File: src/rtl/pipe_ctrl_pkg.sv
// Shared types and constants for the pipeline stall/flush sequencer.
package pipe_ctrl_pkg;

  localparam int unsigned REG_ADDR_W = 5;

  // Register tag is {is_fp, index}.
  typedef logic [REG_ADDR_W:0] reg_tag_t;

  // x0 is hard-wired zero, so it can never carry a RAW dependency; f0 is a real register.
  localparam reg_tag_t GP_ZERO_TAG = '0;

  typedef enum logic [1:0] {
    StRun,
    StBusy,
    StDone
  } state_e;

  function automatic bit mul_latency_ok(input int unsigned lat);
    return lat >= 2;
  endfunction

endpackage

File: src/rtl/pipeline_ctrl_if.sv
// Hazard inputs and stall/squash controls exchanged between the datapath and pipeline_ctrl.
interface pipeline_ctrl_if
  import pipe_ctrl_pkg::*;
#(
  parameter int unsigned CNT_W = 32
) ();

  reg_tag_t         id_rs1_tag;
  reg_tag_t         id_rs2_tag;
  logic             id_uses_rs1;
  logic             id_uses_rs2;
  reg_tag_t         ex_rd_tag;
  logic             ex_reg_write;
  reg_tag_t         mem_rd_tag;
  logic             mem_reg_write;
  logic             ex_mc_op;
  logic             mem_redirect;
  logic             stall_front;
  logic             bubble_ex;
  logic             stall_all;
  logic             flush_front;
  logic             mc_done;
  logic [CNT_W-1:0] perf_stall_cycles;
  logic [CNT_W-1:0] perf_flush_count;

  modport master (
    output id_rs1_tag, id_rs2_tag, id_uses_rs1, id_uses_rs2,
    output ex_rd_tag, ex_reg_write, mem_rd_tag, mem_reg_write,
    output ex_mc_op, mem_redirect,
    input  stall_front, bubble_ex, stall_all, flush_front, mc_done,
    input  perf_stall_cycles, perf_flush_count
  );

  modport slave (
    input  id_rs1_tag, id_rs2_tag, id_uses_rs1, id_uses_rs2,
    input  ex_rd_tag, ex_reg_write, mem_rd_tag, mem_reg_write,
    input  ex_mc_op, mem_redirect,
    output stall_front, bubble_ex, stall_all, flush_front, mc_done,
    output perf_stall_cycles, perf_flush_count
  );

endinterface

File: src/rtl/raw_hazard_detect.sv
// RAW hazard check of the two ID source tags against the EX and MEM destinations.
module raw_hazard_detect
  import pipe_ctrl_pkg::*;
(
  input  reg_tag_t rs1_tag,
  input  reg_tag_t rs2_tag,
  input  logic     uses_rs1,
  input  logic     uses_rs2,
  input  reg_tag_t ex_rd_tag,
  input  logic     ex_reg_write,
  input  reg_tag_t mem_rd_tag,
  input  logic     mem_reg_write,
  output logic     hazard
);

  logic rs1_hit;
  logic rs2_hit;

  // WB is not compared: the regfile writes in the first half-cycle, ID reads in the second.
  assign rs1_hit = uses_rs1 && (rs1_tag != GP_ZERO_TAG) &&
                   ((ex_reg_write && (rs1_tag == ex_rd_tag)) ||
                    (mem_reg_write && (rs1_tag == mem_rd_tag)));

  assign rs2_hit = uses_rs2 && (rs2_tag != GP_ZERO_TAG) &&
                   ((ex_reg_write && (rs2_tag == ex_rd_tag)) ||
                    (mem_reg_write && (rs2_tag == mem_rd_tag)));

  assign hazard = rs1_hit || rs2_hit;

endmodule

File: src/rtl/pipeline_ctrl.sv
// Stall/flush sequencer for the 5-stage pipeline: RAW stalls, multi-cycle EX ops, MEM redirects.
// Define PIPE_CTRL_PERF_EN to build the saturating perf counters; otherwise perf outputs are 0.
module pipeline_ctrl
  import pipe_ctrl_pkg::*;
#(
  parameter int unsigned MUL_LATENCY = 4,
  parameter int unsigned CNT_W       = 32
) (
  input logic             clock,
  input logic             reset,
  pipeline_ctrl_if.slave  bus
);

  localparam int unsigned CntW = (MUL_LATENCY > 3) ? $clog2(MUL_LATENCY - 2) : 1;
  localparam logic [CntW-1:0] CntStart = CntW'(MUL_LATENCY - 3);

  if (!mul_latency_ok(MUL_LATENCY)) begin : g_bad_latency
    $error("pipeline_ctrl: MUL_LATENCY must be >= 2");
  end

  state_e          state_q, state_d;
  logic [CntW-1:0] cnt_q, cnt_d;
  logic            hazard;
  logic            stall_front, bubble_ex, stall_all, flush_front, mc_done;

  raw_hazard_detect u_hazard (
    .rs1_tag       (bus.id_rs1_tag),
    .rs2_tag       (bus.id_rs2_tag),
    .uses_rs1      (bus.id_uses_rs1),
    .uses_rs2      (bus.id_uses_rs2),
    .ex_rd_tag     (bus.ex_rd_tag),
    .ex_reg_write  (bus.ex_reg_write),
    .mem_rd_tag    (bus.mem_rd_tag),
    .mem_reg_write (bus.mem_reg_write),
    .hazard        (hazard)
  );

  always_ff @(posedge clock) begin
    if (reset) begin
      state_q <= StRun;
      cnt_q   <= '0;
    end else begin
      state_q <= state_d;
      cnt_q   <= cnt_d;
    end
  end

  always_comb begin
    state_d     = state_q;
    cnt_d       = cnt_q;
    stall_front = 1'b0;
    bubble_ex   = 1'b0;
    stall_all   = 1'b0;
    flush_front = 1'b0;
    mc_done     = 1'b0;
    unique case (state_q)
      StRun: begin
        if (bus.mem_redirect) begin
          flush_front = 1'b1;
        end else if (bus.ex_mc_op) begin
          stall_all = 1'b1;
          if (MUL_LATENCY == 2) begin
            state_d = StDone;
          end else begin
            state_d = StBusy;
            cnt_d   = CntStart;
          end
        end else if (hazard) begin
          stall_front = 1'b1;
          bubble_ex   = 1'b1;
        end
      end
      StBusy: begin
        stall_all = 1'b1;
        if (cnt_q == '0) begin
          state_d = StDone;
        end else begin
          cnt_d = cnt_q - CntW'(1);
        end
      end
      StDone: begin
        // ex_mc_op here is the finishing op itself, so it must not restart the sequence.
        mc_done = 1'b1;
        state_d = StRun;
        if (bus.mem_redirect) begin
          flush_front = 1'b1;
        end else if (hazard) begin
          stall_front = 1'b1;
          bubble_ex   = 1'b1;
        end
      end
      default: state_d = StRun;
    endcase
  end

  assign bus.stall_front = !reset && stall_front;
  assign bus.bubble_ex   = !reset && bubble_ex;
  assign bus.stall_all   = !reset && stall_all;
  assign bus.flush_front = !reset && flush_front;
  assign bus.mc_done     = !reset && mc_done;

  // MEM is frozen while the op is busy, so a redirect cannot legally appear.
  a_no_redirect_busy : assert property (@(posedge clock) disable iff (reset)
    !((state_q == StBusy) && bus.mem_redirect));

`ifdef PIPE_CTRL_PERF_EN
  logic [CNT_W-1:0] stall_cnt_q;
  logic [CNT_W-1:0] flush_cnt_q;

  always_ff @(posedge clock) begin
    if (reset) begin
      stall_cnt_q <= '0;
      flush_cnt_q <= '0;
    end else begin
      if ((stall_front || stall_all) && (stall_cnt_q != '1)) begin
        stall_cnt_q <= stall_cnt_q + CNT_W'(1);
      end
      if (flush_front && (flush_cnt_q != '1)) begin
        flush_cnt_q <= flush_cnt_q + CNT_W'(1);
      end
    end
  end

  assign bus.perf_stall_cycles = reset ? '0 : stall_cnt_q;
  assign bus.perf_flush_count  = reset ? '0 : flush_cnt_q;
`else
  assign bus.perf_stall_cycles = '0;
  assign bus.perf_flush_count  = '0;
`endif

endmodule

File: src/flat_wrapper.sv
// flat-port wrapper written by rule: the top's interface ports become plain ports
module pipeline_ctrl_flat import pipe_ctrl_pkg::*;
#(
  parameter int unsigned MUL_LATENCY = 4,
  parameter int unsigned CNT_W       = 32
)
  (clock, reset, bus_id_rs1_tag, bus_id_rs2_tag, bus_id_uses_rs1, bus_id_uses_rs2, bus_ex_rd_tag, bus_ex_reg_write, bus_mem_rd_tag, bus_mem_reg_write, bus_ex_mc_op, bus_mem_redirect, bus_stall_front, bus_bubble_ex, bus_stall_all, bus_flush_front, bus_mc_done, bus_perf_stall_cycles, bus_perf_flush_count);
  pipeline_ctrl_if #(.CNT_W(CNT_W)) bus_i ();
  input logic clock;
  input logic reset;
  input wire logic [$bits(bus_i.id_rs1_tag)-1:0] bus_id_rs1_tag;
  input wire logic [$bits(bus_i.id_rs2_tag)-1:0] bus_id_rs2_tag;
  input wire logic [$bits(bus_i.id_uses_rs1)-1:0] bus_id_uses_rs1;
  input wire logic [$bits(bus_i.id_uses_rs2)-1:0] bus_id_uses_rs2;
  input wire logic [$bits(bus_i.ex_rd_tag)-1:0] bus_ex_rd_tag;
  input wire logic [$bits(bus_i.ex_reg_write)-1:0] bus_ex_reg_write;
  input wire logic [$bits(bus_i.mem_rd_tag)-1:0] bus_mem_rd_tag;
  input wire logic [$bits(bus_i.mem_reg_write)-1:0] bus_mem_reg_write;
  input wire logic [$bits(bus_i.ex_mc_op)-1:0] bus_ex_mc_op;
  input wire logic [$bits(bus_i.mem_redirect)-1:0] bus_mem_redirect;
  output wire logic [$bits(bus_i.stall_front)-1:0] bus_stall_front;
  output wire logic [$bits(bus_i.bubble_ex)-1:0] bus_bubble_ex;
  output wire logic [$bits(bus_i.stall_all)-1:0] bus_stall_all;
  output wire logic [$bits(bus_i.flush_front)-1:0] bus_flush_front;
  output wire logic [$bits(bus_i.mc_done)-1:0] bus_mc_done;
  output wire logic [$bits(bus_i.perf_stall_cycles)-1:0] bus_perf_stall_cycles;
  output wire logic [$bits(bus_i.perf_flush_count)-1:0] bus_perf_flush_count;
  assign bus_i.id_rs1_tag = bus_id_rs1_tag;
  assign bus_i.id_rs2_tag = bus_id_rs2_tag;
  assign bus_i.id_uses_rs1 = bus_id_uses_rs1;
  assign bus_i.id_uses_rs2 = bus_id_uses_rs2;
  assign bus_i.ex_rd_tag = bus_ex_rd_tag;
  assign bus_i.ex_reg_write = bus_ex_reg_write;
  assign bus_i.mem_rd_tag = bus_mem_rd_tag;
  assign bus_i.mem_reg_write = bus_mem_reg_write;
  assign bus_i.ex_mc_op = bus_ex_mc_op;
  assign bus_i.mem_redirect = bus_mem_redirect;
  assign bus_stall_front = bus_i.stall_front;
  assign bus_bubble_ex = bus_i.bubble_ex;
  assign bus_stall_all = bus_i.stall_all;
  assign bus_flush_front = bus_i.flush_front;
  assign bus_mc_done = bus_i.mc_done;
  assign bus_perf_stall_cycles = bus_i.perf_stall_cycles;
  assign bus_perf_flush_count = bus_i.perf_flush_count;
  pipeline_ctrl #(.MUL_LATENCY(MUL_LATENCY), .CNT_W(CNT_W)) u_core (.clock(clock), .reset(reset), .bus(bus_i));
endmodule
File: config.mk
export PLATFORM = sky130hd
export DESIGN_NAME = pipeline_ctrl_flat
export DESIGN_NICKNAME = d
export VERILOG_FILES = /design/src/rtl/pipe_ctrl_pkg.sv /design/src/rtl/pipeline_ctrl_if.sv /design/src/rtl/raw_hazard_detect.sv /design/src/rtl/pipeline_ctrl.sv /design/src/flat_wrapper.sv
export SDC_FILE = /design/constraint.sdc
export NUM_CORES = 1
export LEC_CHECK = 0
export BUFFER_PORTS_ARGS = -buffer_cell sky130_fd_sc_hd__buf_2
export CAP_MARGIN = 20
export CORE_MARGIN = 2
export CORE_UTILIZATION = 30
export CTS_BUF_LIST = sky130_fd_sc_hd__clkbuf_8
export DETAILED_ROUTE_END_ITERATION = 8
export HOLD_SLACK_MARGIN = 0.15
export PLACE_DENSITY_LB_ADDON = 0.25
export SLEW_MARGIN = 20
export SYNTH_ARGS = -nofsm -noshare
export SYNTH_HDL_FRONTEND = slang
export SYNTH_SLANG_ARGS = --single-unit
File: constraint.sdc
create_clock -name clock -period 3.6 [get_ports clock]
set_input_delay 0.72 -clock clock [delete_from_list [all_inputs] [get_ports clock]]
set_output_delay 0.72 -clock clock [all_outputs]
set_load 0.01 [all_outputs]
-- Word-level counts from Yosys, hierarchy flattened
Cells that the tools add are included.
- register bits after elaboration: 3
- input port bits: 32
- output and inout port bits: 69
- word-level logic and storage cells: 54
- add/sub/neg operators: 1
- equality and inequality tests: 9
- mux-type cells: 19
- reductions and logical operators: 23
- operator list (kind ; number):
    $eq A6 B6 Y1 ; 4
    $logic_and A1 B1 Y1 ; 12
    $mux W1 ; 12
    $reduce_bool A6 Y1 ; 2
    $mux W2 ; 3
    $ne A2 B2 Y1 const B ; 3
    $pmux W1 S2 ; 3
    $reduce_and A3 Y1 ; 2
    $pmux W2 S2 ; 1
    $logic_or A1 B1 Y1 ; 3
    $eq A2 B1 Y1 const B ; 1
    $eq A2 B2 Y1 const B ; 1
    $logic_not A2 Y1 ; 1
    $reduce_bool A2 Y1 ; 1
    $reduce_or A2 Y1 ; 1
    $logic_not A1 Y1 ; 1
    $sub A1 B1 Y1 const B ; 1

-- Depth between registers and ports, before layout
- depth after elaboration: 10
- depth in mapped cells: 5

-- Hierarchy
Synthesis repeated with hierarchy kept, for this count alone.
- cell total of the unflattened synthesis: 124
- area, all modules: 957.2 µm²
- by module, submodules not included (module ; instances ; cells each ; area an instance (µm²) ; sequential area each (µm²)):
    pipeline_ctrl ; 1 ; 84 ; 649.4 ; 60.1
    raw_hazard_detect ; 1 ; 40 ; 307.8 ; 0.0

-- Worst setup path after synthesis
No wires, ideal clock.
- kind: input to output
- start: input bus_id_rs1_tag[2]
- end: output bus_stall_front
- data arrival time: 1.799 ns
- setup slack: 1.081 ns
- stages: 5
- buffers on the path: 1
- cell sequence: or4_4 -> nor3_2 -> nor3b_1 -> a32o_1 -> buf_4
- word-level cells in the longest chain between the ends: 10
- elaborated cells between the ends (all ways): 15
- those cells by class: eq/ne (2); mux (5); reduce/logical (8)
- ends and longest elaborated chain (what ; RTL line ; RTL):
    start, declared ; flat_wrapper.sv:11 ; input wire logic [$bits(bus_i.id_rs1_tag)-1:0] bus_id_rs1_tag;
    $eq A6 B6 Y1, on equally long branches ; raw_hazard_detect.sv:21, raw_hazard_detect.sv:22 ;
    $logic_and A1 B1 Y1, on equally long branches ; raw_hazard_detect.sv:21, raw_hazard_detect.sv:22 ;
    $logic_or A1 B1 Y1 ; raw_hazard_detect.sv:21 ; ((ex_reg_write && (rs1_tag == ex_rd_tag)) ||
    $logic_and A1 B1 Y1 * ; raw_hazard_detect.sv:20 ; assign rs1_hit = uses_rs1 && (rs1_tag != GP_ZERO_TAG) &&
    $logic_or A1 B1 Y1 * ; raw_hazard_detect.sv:28 ; assign hazard = rs1_hit || rs2_hit;
    $mux W1 * ; - ;
    $mux W1 (2 in series) ; - ;
    $pmux W1 S2 * ; - ;
    $logic_and A1 B1 Y1 * ; - ;
    end, declared ; flat_wrapper.sv:21 ; output wire logic [$bits(bus_i.stall_front)-1:0] bus_stall_front;
Mark *: on every way between the ends. The rest lies on a longest branch, timed or not.

-- Worst setup path after layout
- start: input bus_id_rs1_tag[2]
- end: output bus_stall_front
- word-level cells in the longest chain between the ends: 10
- elaborated cells between the ends (all ways): 15
- those cells by class: eq/ne (2); mux (5); reduce/logical (8)
- ends and longest elaborated chain (what ; RTL line ; RTL):
    $eq A6 B6 Y1, on equally long branches ; raw_hazard_detect.sv:21, raw_hazard_detect.sv:22 ;
    $logic_and A1 B1 Y1, on equally long branches ; raw_hazard_detect.sv:21, raw_hazard_detect.sv:22 ;
    $logic_or A1 B1 Y1 ; raw_hazard_detect.sv:21 ;
    $logic_and A1 B1 Y1 * ; raw_hazard_detect.sv:20 ;
    $logic_or A1 B1 Y1 * ; raw_hazard_detect.sv:28 ;
    $mux W1 * ; pipeline_ctrl.sv:68, pipeline_ctrl.sv:87 ;
    $mux W1 ; pipeline_ctrl.sv:60 ; end else if (bus.ex_mc_op) begin
    $mux W1 ; pipeline_ctrl.sv:58 ; if (bus.mem_redirect) begin
    $pmux W1 S2 * ; pipeline_ctrl.sv:56 ; unique case (state_q)
    $logic_and A1 B1 Y1 * ; pipeline_ctrl.sv:96 ; assign bus.stall_front = !reset && stall_front;
Marked as above.

==> impl_results.md <==
* Crit path max fanout at 3
* Initial antenna violation count at 0
* Post-synthesis sequential area ratio at under 10%
* Dpl ws at 0.946 ns
* Post-DR vias/cell at 3.39
* # Post-CTS Setup Buffers at 0
* Peak VDD IR at 0.235 mV
* CTS Buf Count at 3
* Clock Skews at 0.000166 ns
* Final Hold Viols at 0
* Total grt overflow at 0
* Hold_buf cts at 0
* Design area at 990 um^2
* Clk Latency, worst-skew pair at between 0.2 and 0.25 ns
* Starting Density at 31.5%
* Leak at around 0.51 nW
* Clk sinks at 3
* Nets at 198
* Htree depth at 1
* Average size of a mapped cell at 7.57 um^2
* Power Dens Cells at 236 mW/mm^2
* CP startpoint kind: primary input
* Vias at approximately 700
* Min-delay worst type: register to register
* FF+latch count, synth at 3
* First-pass GRT wire length at 2370 um
* CTS tree: built
* Root Buffer: clkbuf_8
* TNS Setup at 0 ns
* Crit end category: output port
* Mapped Cells at 127
* Hpwl dp at 1630 um
* Post-Route WL at about 1800 um
* Layout cells sized above 1 at 24.8%
* Synth Warn # at 0
* Area post-placement at roughly 940 um^2
* Vias in the first global route at 574
* Largest net degree at the start of global routing at 9
* Post-synth cell types at 20
* Die Wd at 60.6 um
* Total Routing Usage GR at 8.86%
* Starting DRC count in detailed routing at 13
* Area grow syn2layout at 2.99%
* Netlist Area Pre-Place at 961 um^2
* ANT nets after route at 0
* Max Slew Vio Count at 0
* WP data arrival at 1.93 ns
* PortBufs at 36
* CP Data Required Time at 2.88 ns
* # IOs at 101
* Post_cts resized at 0
* Tcrit/Tclk final at ~74%
* Filler cell count at 382
* Core area at 0.00305 mm^2
* Die height at 60.6 um
* Die Area at 0.00367 mm^2
* Row cnt at 20
* Reg clk slew, reported paths at around 0.030 ns
* RSZ-0062 raised after global routing: false
* DR WL/cell at just under 9 um
* Dpl cells at 205
* Total power at 0.234 mW
* Max Fclk at 377 MHz
* Status: completed
* Final cell count without fillers at ~210
* DRC viols at 0
* N_diodes at 0
* Max_cap viols at 0
* Clock Path Buffers at 2
* Final Setup Violations at 0
* Placer Congestion at 0.714
* Setup CP Type: primary input to output port
* First-pass iteration count of the detailed router at 4
* Post-route setup slack at 0.947 ns
* Minimum clock period at 2.65 ns
==> metrics by stage <==
stage / hold slack [ns] / util (%)
after global placement: 0.458 / 30.9
after global routing: 0.469 / 32.4
final: 0.456 / 32.4
after detailed placement: 0.449 / 30.9
after CTS: 0.457 / 32.4
after floorplan: 0.421 / -
==> state kept, by name, indices dropped and copies added (netlist names) <==
register / cells
u_core.cnt_q: 1
u_core.state_q: 2
==> cells in the final DEF, fill, tap and decap left out, types with 2 or more instances in the layout <==
cell	n
conb_1	64
nor3b_1	2
clkbuf_8	3
buf_2	36
dfxtp_1	3
nor2_1	4
o22ai_1	2
nand3_1	4
nor3_1	5
a21oi_1	3
nand4_1	4
xnor2_1	24
inv_1	3
==> synth_stat cells <==
| master | instances | area, um^2 |
|---|---|---|
| buf_4 | 65 | 488 |
| nor3_2 | 1 | 10.0 |
| nor4b_1 | 1 | 8.76 |
| nand3_1 | 4 | 20.0 |
| dfxtp_1 | 3 | 60.1 |
| o22ai_1 | 2 | 12.5 |
| conb_1 | 1 | 3.75 |
| nor2b_1 | 1 | 6.26 |
| a21oi_1 | 3 | 15.0 |
| a32o_1 | 1 | 10.0 |
| or4_4 | 1 | 11.3 |
| xnor2_1 | 24 | 210 |
| inv_1 | 2 | 7.51 |
| o21ai_1 | 1 | 5.00 |
| nand2b_1 | 1 | 6.26 |
| nor3b_1 | 2 | 15.0 |
| nor2_1 | 4 | 15.0 |
| nor3_1 | 5 | 25.0 |
| nand4_1 | 4 | 25.0 |
| nor4_1 | 1 | 6.26 |
==> worst max-delay path, cell delays in order <==
cell and delay (ns):
buf_2 0.12, or4_4 0.53, nor3_2 0.13, nor3b_1 0.07, a32o_1 0.23, buf_2 0.14
==> report_power, final <==
part | total [mW] | leakage, nW | internal, mW | switching [mW]
clock network | 0.0975 | 0.0269 | 0.0728 | 0.0247
logic | 0.0990 | 0.461 | 0.0369 | 0.0621
registers | 0.0374 | 0.0246 | 0.0352 | 0.00223
==> final cells by class <==
type                       count  area, um^2  share of cell area (%)
multi-input combinational    120         642                    64.9
timing repair buffer          36         180                    18.2
sequential                     3        60.1                    6.07
tap                           44        55.1                    5.56
clock buffer                   3        41.3                    4.17
inverter                       2        7.51                   0.759
clock inverter                 1        3.75                   0.379
==> cell families (layout without fill, tap and decap cells) <==
logic type | count (synthesis) | after routing | synth area share [%]
other | 1 | 64 | 0.390
DFF | 3 | 3 | 6.25
buffers and inverters | 67 | 42 | 51.6
and+or+nand+nor | 25 | 25 | 15.5
xor gates and xnor gates | 24 | 24 | 21.9
AOI/OAI and AO/OA | 7 | 7 | 4.43
==> metal layers <==
| metal | wire (um) | vias up | track usage, % |
|---|---|---|---|
| li1 | - | 362 | - |
| met1 | 711 | 293 | 11.0 |
| met5 | 0 | - | 0 |
| met2 | 850 | 53 | 13.8 |
| met4 | 0 | 0 | 2.80 |
| met3 | 245 | 0 | 3.84 |
==> final timing paths <==
path,end,start,slack [ns],depth (start not counted)
min,u_core.state_q[1],u_core.cnt_q,0.46,1
max reg2reg,u_core.state_q[0],u_core.state_q[0],2.79,3
max,bus_stall_front,bus_id_rs1_tag[2],0.95,6
min reg2reg,u_core.state_q[1],u_core.cnt_q,0.46,1
(Power assumes the default switching activity.)
